## config.mk

```make
export PLATFORM = sky130hd
export DESIGN_NAME = e1_mux_framer
export DESIGN_NICKNAME = d
export VERILOG_FILES = /design/src/rtl/e1_mux_framer_pkg.sv /design/src/rtl/e1_mux_framer_tx_counter.sv /design/src/rtl/e1_mux_framer.sv
export SDC_FILE = /design/constraint.sdc
export NUM_CORES = 1
export LEC_CHECK = 0
export ABC_AREA = 1
export CORE_ASPECT_RATIO = 0.8
export CORE_UTILIZATION = 51
export CTS_CLUSTER_DIAMETER = 60
export DETAILED_ROUTE_END_ITERATION = 10
export PLACE_DENSITY = 0.77
export SETUP_SLACK_MARGIN = 0.1
export SLEW_MARGIN = 30
export SYNTH_ARGS = -nofsm -noshare
export SYNTH_HDL_FRONTEND = slang
export SYNTH_SLANG_ARGS = --single-unit
```

## constraint.sdc

```tcl
create_clock -name clk -period 1.9 [get_ports clk]
set_clock_uncertainty 0.15 [all_clocks]
set_input_delay 0.475 -clock clk [delete_from_list [all_inputs] [get_ports clk]]
set_output_delay 0.475 -clock clk [all_outputs]
set_load 0.03 [all_outputs]
```

## src/rtl/e1_mux_framer_pkg.sv

```systemverilog
// Shared E1 framing constants and types, imported by both the mux framer and the demux side.
package e1_pkg;

  localparam logic [7:0] FAS_WORD  = 8'h9B;
  localparam logic [7:0] NFAS_WORD = 8'hDF;
  localparam logic [7:0] IDLE_WORD = 8'hFF;

  localparam int TS_PER_FRAME = 32;
  localparam int BITS_PER_TS  = 8;

  typedef logic [4:0] ts_t;

endpackage

```

## src/rtl/e1_mux_framer_tx_counter.sv

```systemverilog
// Bit/timeslot/frame-parity counter for the transmit side; same structure as the demux lock counter.
module e1_tx_counter
  import e1_pkg::*;
(
  input  logic       clk,
  input  logic       clear,
  input  logic       en,
  output logic [2:0] bit_cnt,
  output ts_t        ts_cnt,
  output logic       odd_frame,
  output logic       load,
  output logic       wrap
);

  assign load = en && (bit_cnt == 3'(BITS_PER_TS - 1));
  assign wrap = load && (ts_cnt == ts_t'(TS_PER_FRAME - 1));

  // bit_cnt and ts_cnt wrap naturally at their power-of-two widths
  always_ff @(posedge clk or posedge clear) begin
    if (clear) begin
      bit_cnt   <= '0;
      ts_cnt    <= '0;
      odd_frame <= 1'b0;
    end else if (en) begin
      bit_cnt <= bit_cnt + 3'd1;
      if (load) ts_cnt <= ts_cnt + ts_t'(1);
      if (wrap) odd_frame <= ~odd_frame;
    end
  end

endmodule

```

## src/rtl/e1_mux_framer.sv

```systemverilog
// E1 transmit framer: one-byte holding register, TS0 FAS/NFAS insertion and MSB-first serialiser.
module e1_mux_framer
  import e1_pkg::*;
(
  input  logic       clk,
  input  logic       clear,
  input  logic       en,
  input  logic [7:0] din,
  input  logic       din_valid,
  output logic       din_ready,
  output logic       sout,
  output logic       frame_start,
  output ts_t        ts_num,
  output logic       odd_frame,
  output logic       underrun
);

  logic [2:0] bit_cnt;
  ts_t        ts_cnt;
  logic       load;
  logic       wrap;
  logic [7:0] shift;
  logic [7:0] hold;
  logic       hold_full;
  logic       take;

  e1_tx_counter u_cnt (
    .clk       (clk),
    .clear     (clear),
    .en        (en),
    .bit_cnt   (bit_cnt),
    .ts_cnt    (ts_cnt),
    .odd_frame (odd_frame),
    .load      (load),
    .wrap      (wrap)
  );

  assign din_ready   = ~hold_full;
  assign take        = din_valid & din_ready;
  assign underrun    = load & ~wrap & ~hold_full;
  assign frame_start = (ts_cnt == '0) && (bit_cnt == '0);
  assign ts_num      = ts_cnt;
  assign sout        = shift[7];

  // At the frame wrap odd_frame still holds the old parity, so an even old frame means NFAS next
  always_ff @(posedge clk or posedge clear) begin
    if (clear) begin
      shift <= FAS_WORD;
    end else if (load) begin
      if (wrap)           shift <= odd_frame ? FAS_WORD : NFAS_WORD;
      else if (hold_full) shift <= hold;
      else                shift <= IDLE_WORD;
    end else if (en) begin
      shift <= {shift[6:0], 1'b0};
    end
  end

  // take and a consuming load are exclusive: take needs hold_full low
  always_ff @(posedge clk or posedge clear) begin
    if (clear) begin
      hold      <= '0;
      hold_full <= 1'b0;
    end else if (take) begin
      hold      <= din;
      hold_full <= 1'b1;
    end else if (load && !wrap) begin
      hold_full <= 1'b0;
    end
  end

endmodule

```

==> results of run 1 <==
synthesized netlist by cell type:
master    instances  area (um2)
a21oi_1           6        30.0
a21oi_2           1        8.76
buf_2             2        10.0
buf_4             1        7.51
buf_6             2        22.5
dfrtp_1          21         526
dfstp_2           5         131
ha_1              6        75.1
inv_1            19        71.3
nand2_1          49         184
nand2_2           1        6.26
nand3_1           6        30.0
nand3_2           1        10.0
nand4_1           1        6.26
nor2_1           18        67.6
nor2_2            2        12.5
nor2_4            2        22.5
nor3_1            1        5.00
o211ai_1          1        7.51
o21ai_0           4        20.0
o21ai_2           1        8.76
xor2_1            3        26.3
xor2_2            1        16.3
state kept, by name, indices dropped and copies added, names as in the netlist:
| register | count |
|---|---|
| u_cnt.odd_frame | 1 |
| hold_full | 1 |
| shift | 8 |
| u_cnt.ts_cnt | 5 |
| hold | 8 |
| u_cnt.bit_cnt | 3 |
cells by family after synthesis:
| kind of cell | count (synthesis) |
|---|---|
| flip-flops | 26 |
| AND/OR/NAND/NOR | 81 |
| XOR/XNOR | 4 |
| AO/OA/AOI/OAI | 13 |
| adder cells (fa/ha/maj) | 6 |
| buffers and inverters | 24 |
final timing paths:
check | cells past startpoint | to | slack [ns]
worst max-delay path | 8 | underrun | -0.28
worst min-delay path | 2 | shift[1]$_DFFE_PP1P_ | 0.33
worst max register to register | 13 | shift[4]$_DFFE_PP1P_ | -0.05
worst min register to register | 2 | shift[1]$_DFFE_PP1P_ | 0.33
max in group asynchronous | 3 | shift[0]$_DFFE_PP1P_ | 0.96
min in group asynchronous | 3 | u_cnt.bit_cnt[0]$_DFFE_PP0P_ | 0.35
power by group through the flow:
stage               Clock [mW]  Combinational, mW  Sequential [mW]
floorplan                    0              0.464             1.02
global placement             0              0.823            0.942
detailed placement           0              0.841            0.953
CTS                      0.243              0.864            0.955
global route             0.268               1.03            0.986
finish                   0.235              0.929            0.953
cell type report:
class	count	area [um2]
clock buffer	4	26.3
fill	197	704
inverter	19	80.1
multi-input combinational	104	607
sequential	26	659
tap	36	45.0
timing repair buffer	36	320
metal layers:
metal | vias up | part of all wire [%] | routed length (um)
li1 | 542 | - | -
met1 | 523 | 47 | 1270
met2 | 27 | 49 | 1320
met3 | 2 | 4.2 | 114
met4 | 0 | 0.44 | 12
met5 | - | 0 | 0
layout by cell type (no fill, tap or decap), drive strengths merged:
| cell | n |
|---|---|
| dfstp | 5 |
| nor2 | 22 |
| nor3 | 1 |
| clkdlybuf4s50 | 11 |
| nand3 | 7 |
| o211ai | 1 |
| a21oi | 7 |
| nand4 | 1 |
| dlygate4sd2 | 1 |
| clkbuf | 4 |
| o21ai | 5 |
| buf | 21 |
| ha | 6 |
| clkinvlp | 1 |
| nand2 | 50 |
| dfrtp | 21 |
| xor2 | 4 |
| clkdlybuf4s15 | 3 |
| inv | 18 |
worst max-delay path, stage by stage, from the launching register on:
cell	delay (ns)
dfrtp_2	0.45
ha_4	0.16
inv_2	0.06
nor2_2	0.03
ha_2	0.17
inv_2	0.07
nand3_4	0.07
nor2_4	0.10
buf_6	0.13
repair_timing:
item	CTS	global route
pin swaps	1	5
setup endpoints to repair	10	17
buffers inserted	3	1
resized for setup	26	14
==> qor.csv, run 1 <==
metric,value,unit
status,finished with violations,
failing checks,setup timing,
Initial Util,53.4,%
combinational power share,43.9,%
clock latency on the worst-skew pair,0.31,ns
Psw,0.858,mW
largest family of logic cells by synthesized area,simple AND/OR/NAND/NOR gates,
Crit path required time,1.27,ns
"flops & latches, synth",26,
Placed Cells,217,
RSZ-0062 raised after global routing,true,
grt met2 use,34.0,%
H-tree depth,1,
Synth Cell Area,0.00131,mm2
Final Hold Fails,0,
Min Hold Slack,0.327,ns
final setup TNS,-0.621,ns
Yosys warning count,0,
startpoint types,flip-flop,
crit-path max FO,2,
CTS Buf Count,3,
CTS Sinks,26,
Worst EP arrival,1.56,ns
Slew headroom,73.2,%
syn avg cell area,8.47,um2
max_cap viols,0,
Worst R2R Start,u_cnt.ts_cnt[0]$_DFFE_PP0P_,
vias in the first global route,915,
vias per std cell,4.86,
# diodes,0,
Worst Setup End Kind,output pin,
drt total wl,2.71,mm
Post-Route Utilization,71.2,%
worst ir drop on vdd,0.778,mV
P&R area growth vs syn,33.2,%
DRC viols,0,
met3 Use GR,5.79,%
number of DRC markers in iteration 0,28,
CTS root buf,clkbuf_4,
Syn Inst Count,154,
via count,1094,
Worst Hold Launch,shift[1]$_DFFE_PP1P_,
clk slew on worst S/H paths,0.13,ns
GPL Wtd Cong,0.845,
Leak Pwr,0.856,nW
maximum number of pins on one net before global-route repair,27,
All-Layer GR Usage,20.4,%
Final ANT Viol Nets,0,
mux cell area share after synthesis,0,%
global-route met1 utilization,27.8,%
DP HPWL,1.92,mm
Setup Crit Path Kind,flip-flop to output pin,
Sw Share,40.5,%
Rows,16,
antenna violations before repair,0,
TritonCTS clock tree,built,
Synth cell types,23,
worst-margin pin slew,0.401,ns
Final Cell Area,0.00174,mm2
Post-Layout Cell Count,225,
1st-pass router iterations,4,
Die Footprint,0.00277,mm2
Nets,208,
I/O pin cnt,22,
IO buf count,21,
die width,58.6,um
Max Clk Rate,458,MHz
Post-Place Worst Slack,-0.153,ns
hold-fix buffers at CTS,0,
Core Area,0.00244,mm2
post-synthesis sequential area ratio,50.3,%
Die H,47.2,um
PD cells,1220,mW/mm2
count of final setup violators,6,
Post-DP Area,0.00164,mm2
crit path from,u_cnt.ts_cnt[0]$_DFFE_PP0P_,
post-synthesis compound-gate area fraction,5.75,%
Synth Area in Adders,5.75,%
CTS Buffer Depth,2,
crit path time final,2.18,ns
sequential share of power,45.0,%
wire length per cell,12.0,um
share of post-route cells with drive strength above 1,29.1,%
GRT busiest layer,met2,
Tcrit/Tclk final,115,%
Hold/Removal Path Class,flip-flop to flip-flop,
XOR/XNOR share of the synthesized area,3.26,%
clock power share,11.1,%
Slew Limit Fails,0,
"Net Count, Synth",172,
Post-Synth Simple-Gate Area,26.4,%
Pint,1.26,mW
final worst setup slack,-0.281,ns
first-pass GRT wire length,4.08,mm
grt ovf,0,
total chip power,2.12,mW
No activity file was read; power rests on OpenSTA's default activity.
==> inputs of run 2 (changes only) <==
Settings changed: ABC_AREA 1 to not set, GPL_ROUTABILITY_DRIVEN set to 0, PLACE_DENSITY 0.77 to 0.78.
==> run 2 against run 1 <==
  * The run ends with DRC, setup timing left
  * Cell count decreased by 28%
  * Clock power about the same
  * Global-route usage increased by 0.82 points
  * Non-clock buffer count increased by 1
  * Die area decreased by 4.7%
  * Register-to-register slack got worse by 0.13 ns
  * Total power increased by 14%
  * Via count decreased by 17%
  * Sequential share of layout area decreased by 0.45 points
  * Critical path depth decreased by 3
  * Wire length increased by 5.8%
  * Critical path type unchanged
  * Critical endpoint unchanged
  * Largest power group is now combinational cells
==> qor.csv, run 2 <==
metric,value,unit,change
failing checks,"DRC, setup timing",,
IO buf count,21,,unchanged
Initial Util,55.6,%,+2.1 points
"Net Count, Synth",119,,-31%
Max Clk Rate,459,MHz,+0.10%
Setup Crit Path Kind,flip-flop to output pin,,
antenna violations before repair,0,,unchanged
"flops & latches, synth",26,,unchanged
Worst EP arrival,1.55,ns,about the same
DP HPWL,1.62,mm,-15%
H-tree depth,1,,unchanged
die width,57.2,um,-2.4%
Syn Inst Count,101,,-34%
Slew Limit Fails,0,,unchanged
PD cells,1370,mW/mm2,+12%
final worst setup slack,-0.279,ns,+0.00220 ns
count of final setup violators,10,,+4
"most common cell after layout, fill and taps aside",dfrtp_1,,
Rows,15,,-1
wire length per cell,17.6,um,+46%
Post-synth EDFFs,0,,unchanged
maximum number of pins on one net before global-route repair,27,,unchanged
CTS Buffer Depth,2,,unchanged
Crit path required time,1.27,ns,about the same
Post-Place Worst Slack,-0.139,ns,+0.0141 ns
CTS Sinks,26,,unchanged
number of DRC markers in iteration 0,25,,-11%
status,finished with violations,,
via count,904,,-17%
CTS Buf Count,3,,unchanged
Final ANT Viol Nets,0,,unchanged
grt met2 use,36.0,%,+2.0 points
Synth Flop Type,dfrtp_1,,
grt ovf,0,,unchanged
Min Hold Slack,0.324,ns,-0.00291 ns
area taken by multi-input logic gates,647,um2,+6.6%
hold-fix buffers at CTS,0,,unchanged
share of post-route cells with drive strength above 1,49.3,%,+20 points
Yosys warning count,0,,unchanged
post-synthesis sequential area ratio,52.9,%,+2.6 points
Final Hold Fails,0,,unchanged
crit-path max FO,2,,unchanged
Synth cell types,29,,+26%
clk slew on worst S/H paths,0.13,ns,about the same
max_cap viols,0,,unchanged
Die Footprint,0.00264,mm2,-4.7%
Synth Cell Area,0.00124,mm2,-4.9%
crit path from,u_cnt.ts_cnt[1]$_DFFE_PP0P_,,
Leak Pwr,0.751,nW,-12%
Worst R2R Start,u_cnt.ts_cnt[1]$_DFFE_PP0P_,,
startpoint types,flip-flop,,
DRC viols,2,,+2
Core Area,0.00223,mm2,-8.6%
# diodes,0,,unchanged
global-route met1 utilization,28.1,%,+0.27 points
vias per std cell,5.55,,+14%
TritonCTS clock tree,built,,
Tcrit/Tclk final,115,%,-0.12 points
CTS root buf,clkbuf_4,,
syn avg cell area,12.3,um2,+45%
Synth top cells by count,"dfrtp_1 (21), inv_1 (12), o21ai_1 (8), mux2_4 (7), ha_1 (6)",,
clock latency on the worst-skew pair,0.32,ns,about the same
Post-synth ARST share,100,%,unchanged
FF+latch area,662,um2,+0.38%
I/O pin cnt,22,,unchanged
P&R area growth vs syn,42.2,%,
fill count,135,,-31%
"count leader, synth",dfrtp_1,,
All-Layer GR Usage,21.3,%,+0.82 points
first-pass GRT wire length,4.04,mm,-1.0%
Die H,46.1,um,-2.4%
GRT busiest layer,met2,,
Hold/Removal Path Class,flip-flop to flip-flop,,
Worst Setup End Kind,output pin,,
Synth area leader,dfrtp_1,,
worst ir drop on vdd,1.04,mV,+34%
Slew headroom,78.4,%,+5.2 points
Worst Hold Launch,shift[3]$_DFFE_PP1P_,,
most frequent cells in the layout,"dfrtp_1 (17), clkdlybuf4s50_1 (11), buf_6 (10), buf_4 (10), inv_1 (9)",,
Nets,157,,-25%
post-synth top area share,42.3,%,+2.1 points
vias in the first global route,838,,-8.4%
RSZ-0062 raised after global routing,true,,
biggest regs,"hold (8), shift (8), u_cnt.ts_cnt (5)",,
final setup TNS,-1.44,ns,-0.822 ns
1st-pass router iterations,7,,+3
met3 Use GR,5.06,%,-0.73 points
top post-synthesis cells by area,"dfrtp_1 (42%), dfstp_2 (11%), mux2_4 (8.5%)",,
drt total wl,2.87,mm,+5.8%
crit path time final,2.18,ns,-0.00220 ns
worst-margin pin slew,0.324,ns,-0.0765 ns
-- run 2: final timing paths --
check / end / slack, ns / cells past startpoint
worst min register to register: shift[3]$_DFFE_PP1P_ / 0.32 / 2
worst min-delay path: shift[3]$_DFFE_PP1P_ / 0.32 / 2
min in group asynchronous: hold[5]$_DFFE_PP0P_ / 0.35 / 3
max in group asynchronous: shift[4]$_DFFE_PP1P_ / 0.95 / 3
worst max-delay path: underrun / -0.28 / 5
worst max register to register: shift[3]$_DFFE_PP1P_ / -0.18 / 9
-- run 2: cell type report --
type / instances / area share (%)
multi-input cells: 59 / 36.6
inverters: 12 / 2.69
well taps: 25 / 1.77
flip-flops and latches: 26 / 37.5
repair buffers: 37 / 19.9
clock buffers: 4 / 1.49
-- run 2: critical path, cell delays in order, from the launching register on --
cell and delay, ns:
dfrtp_2 0.45, ha_4 0.17, and3_4 0.18, ha_4 0.17, nor3_4 0.11, buf_6 0.15
-- run 2: metal layers --
metal | vias up | wire length, um
li1 | 429 | -
met1 | 456 | 1210
met2 | 15 | 1520
met3 | 4 | 96
met4 | 0 | 42
met5 | - | 0
-- run 2: logic make-up after synthesis --
logic type / Yosys count / share of synthesized area (%)
xor gates and xnor gates: 5 / 3.53
muxes: 10 / 11.2
DFF: 26 / 52.9
AOI/OAI and AO/OA: 20 / 11.1
adders and majority gates: 6 / 6.05
buffers and inverters: 16 / 5.95
and+or+nand+nor: 18 / 9.27
-- run 2: per-stage QoR --
stage / power (mW) / instances / cell area [um2] / utilization [%]
2_1_floorplan: 1.56 / 101 / 1280 / -
3_3_place_gp: 1.82 / 150 / 1540 / 69.1
3_5_place_dp: 1.85 / 150 / 1540 / 69.1
4_1_cts: 2.14 / 157 / 1620 / 72.7
5_1_grt: 2.57 / 163 / 1770 / 79.0
6_report: 2.42 / 163 / 1770 / 79.0
-- run 2: timing repair --
item,4_1_cts,5_1_grt
setup endpoints to repair,11,14
resized for setup,29,30
setup buffers,3,7
pin swaps,6,8
-- run 2: power by group --
part / switching (mW) / internal, mW / leakage (nW)
sequential: 0.198 / 0.815 / 0.304
clock: 0.154 / 0.0821 / 0.0150
combinational: 0.554 / 0.616 / 0.432
==> inputs of run 3 (changes only) <==
Settings changed: ABC_CLOCK_PERIOD_IN_PS set to 2000, CORE_UTILIZATION 51 to 46, PLACE_DENSITY 0.78 to 0.74.
Clock period 1.9 ns to 2 ns, I/O delays scaled along.
==> run 3 against run 2 <==
  * Clock-buffer cell count unchanged
  * Total power is 16% lower
  * Wire length down 21%
  * Cell area down 6.4%
  * Worst hold slack better by 0.0056 ns
  * Via count is 5.9% lower
  * The run ends with setup timing left
  * Largest cell class unchanged
  * Utilization decreased by 13 points
  * Sequential power shrank 9.5%
  * Critical endpoint unchanged
==> qor.csv, run 3 (synthesis gave the netlist of run 2 again) <==
metric,value,unit,change
status,finished with violations,,
failing checks,setup timing,,
Max Clk Rate,458,MHz,
critical path cell sequence,ha_4 > and3_4 > ha_4 > nor3_4 > buf_6,,
clock power share,10.9,%,+1.1 points
P&R area growth vs syn,33.1,%,
Die H,48.5,um,+5.1%
PD cells,1230,mW/mm2,-9.9%
CTS root buf,clkbuf_4,,
die width,60.1,um,+5.1%
Final Cell Area,0.00165,mm2,-6.4%
Nets,154,,-1.9%
max_cap viols,0,,unchanged
Rows,16,,+1
final setup TNS,-0.213,ns,+1.23 ns
grt ovf,0,,unchanged
CTS Buffer Depth,2,,unchanged
Pint,1.32,mW,-13%
number of DRC markers in iteration 0,15,,-40%
count of final setup violators,2,,-8
"most common cell after layout, fill and taps aside",dfrtp_1,,
"Slowest-stage cell, CP",dfrtp_2,,
worst ir drop on vdd,0.746,mV,-28%
Sw Share,35.1,%,-2.3 points
vias per std cell,4.98,,-10%
drt total wl,2.26,mm,-21%
TritonCTS clock tree,built,,
crit path time final,2.18,ns,
sequential share of power,44.8,%,+2.9 points
Post-Route Utilization,66.0,%,-13 points
1st-pass router iterations,4,,-3
Setup Crit Path Kind,flip-flop to output pin,,
Psw,0.716,mW,-21%
Hold/Removal Path Class,flip-flop to flip-flop,,
Die Footprint,0.00291,mm2,+10%
worst-margin pin slew,0.321,ns,-0.00369 ns
Worst Setup End Kind,output pin,,
Tcrit/Tclk final,109,%,
IO buf count,21,,unchanged
Initial Util,49.6,%,-6.0 points
maximum number of pins on one net before global-route repair,27,,unchanged
hold-fix buffers at CTS,0,,unchanged
I/O pin cnt,22,,unchanged
Worst path max stage delay,0.45,ns,about the same
via count,851,,-5.9%
share of post-route cells with drive strength above 1,33.3,%,-16 points
Post-Place Worst Slack,-0.0607,ns,+0.0779 ns
DP HPWL,1.66,mm,+2.5%
first-pass GRT wire length,3.88,mm,-4.1%
Worst EP arrival,1.53,ns,-0.02 ns
"most used cell, CP",ha_4,,
CTS Sinks,26,,unchanged
RSZ-0062 raised after global routing,true,,
wire length per cell,13.2,um,-25%
Core Area,0.00250,mm2,+12%
combinational power share,44.2,%,-4.2 points
Crit path required time,1.35,ns,+0.08 ns
H-tree depth,1,,unchanged
Post-DP Area,0.00156,mm2,+1.2%
clock latency on the worst-skew pair,0.32,ns,about the same
vias in the first global route,910,,+8.6%
clk slew on worst S/H paths,0.13,ns,about the same
biggest regs,"hold (8), shift (8), u_cnt.ts_cnt (5)",,
Slew Limit Fails,0,,unchanged
crit-path max FO,2,,unchanged
antenna violations before repair,0,,unchanged
# diodes,0,,unchanged
DRC viols,0,,-2
startpoint types,flip-flop,,
final worst setup slack,-0.181,ns,+0.0975 ns
All-Layer GR Usage,18.0,%,-3.3 points
Slew headroom,78.6,%,+0.25 points
Leak Pwr,0.741,nW,-1.4%
most frequent cells in the layout,"dfrtp_1 (18), inv_1 (12), buf_4 (12)",,
Final ANT Viol Nets,0,,unchanged
CTS Buf Count,3,,unchanged
Final Hold Fails,0,,unchanged
## run 3: cell type report
type                    count  area, um2
flip-flops and latches     26        661
inverters                  12       45.0
repair buffers             34        315
fillers                   196        851
multi-input cells          59        559
clock buffers               4       26.3
well taps                  36       45.0
## run 3: stage by stage
step / total power, mW / cells / hold WS [ns]
after detailed placement: 1.76 / 161 / 0.315
after global routing: 2.19 / 171 / 0.349
final: 2.04 / 171 / 0.329
after CTS: 2.01 / 168 / 0.335
after floorplan: 1.47 / 101 / 0.289
after global placement: 1.72 / 161 / 0.297
## run 3: path summary, 6_finish.rpt
path | cells past startpoint | slack (ns) | end | from
max | 5 | -0.18 | underrun | u_cnt.ts_cnt[1]$_DFFE_PP0P_
min | 2 | 0.33 | shift[7]$_DFFE_PP1P_ | shift[7]$_DFFE_PP1P_
max reg2reg | 7 | 0.15 | shift[6]$_DFFE_PP0P_ | u_cnt.ts_cnt[1]$_DFFE_PP0P_
min reg2reg | 2 | 0.33 | shift[7]$_DFFE_PP1P_ | shift[7]$_DFFE_PP1P_
max in group asynchronous | 3 | 1.04 | shift[4]$_DFFE_PP1P_ | clear
min in group asynchronous | 3 | 0.36 | u_cnt.bit_cnt[0]$_DFFE_PP0P_ | clear
## run 3: power groups by stage
stage	sequential [mW]	clock, mW	combinational (mW)
after floorplan	0.991	0	0.484
after global placement	0.922	0	0.801
after detailed placement	0.936	0	0.823
after CTS	0.917	0.237	0.859
after global routing	0.944	0.255	0.989
final	0.914	0.223	0.902
## run 3: what timing repair did
item                       CTS  global route
setup endpoints to repair   10             5
setup buffers                3             3
pin swaps                    1             1
gates cloned                 0             0
gates resized for setup     16             6
## run 3: routing by layer
layer | vias up | GRT usage [%] | share of wire, %
met5 | - | 0 | 0
met4 | 0 | 5.81 | 1.3
met3 | 4 | 5.08 | 4.2
met2 | 14 | 30.9 | 50
met1 | 413 | 21.3 | 45
li1 | 420 | - | -
## run 3: critical path: cells and delay by family (launching register included)
kind / cells / cell delay (ns)
flops: 1 / 0.45
fa+ha+maj: 2 / 0.33
simple gates: 2 / 0.29
buf+inv: 1 / 0.15
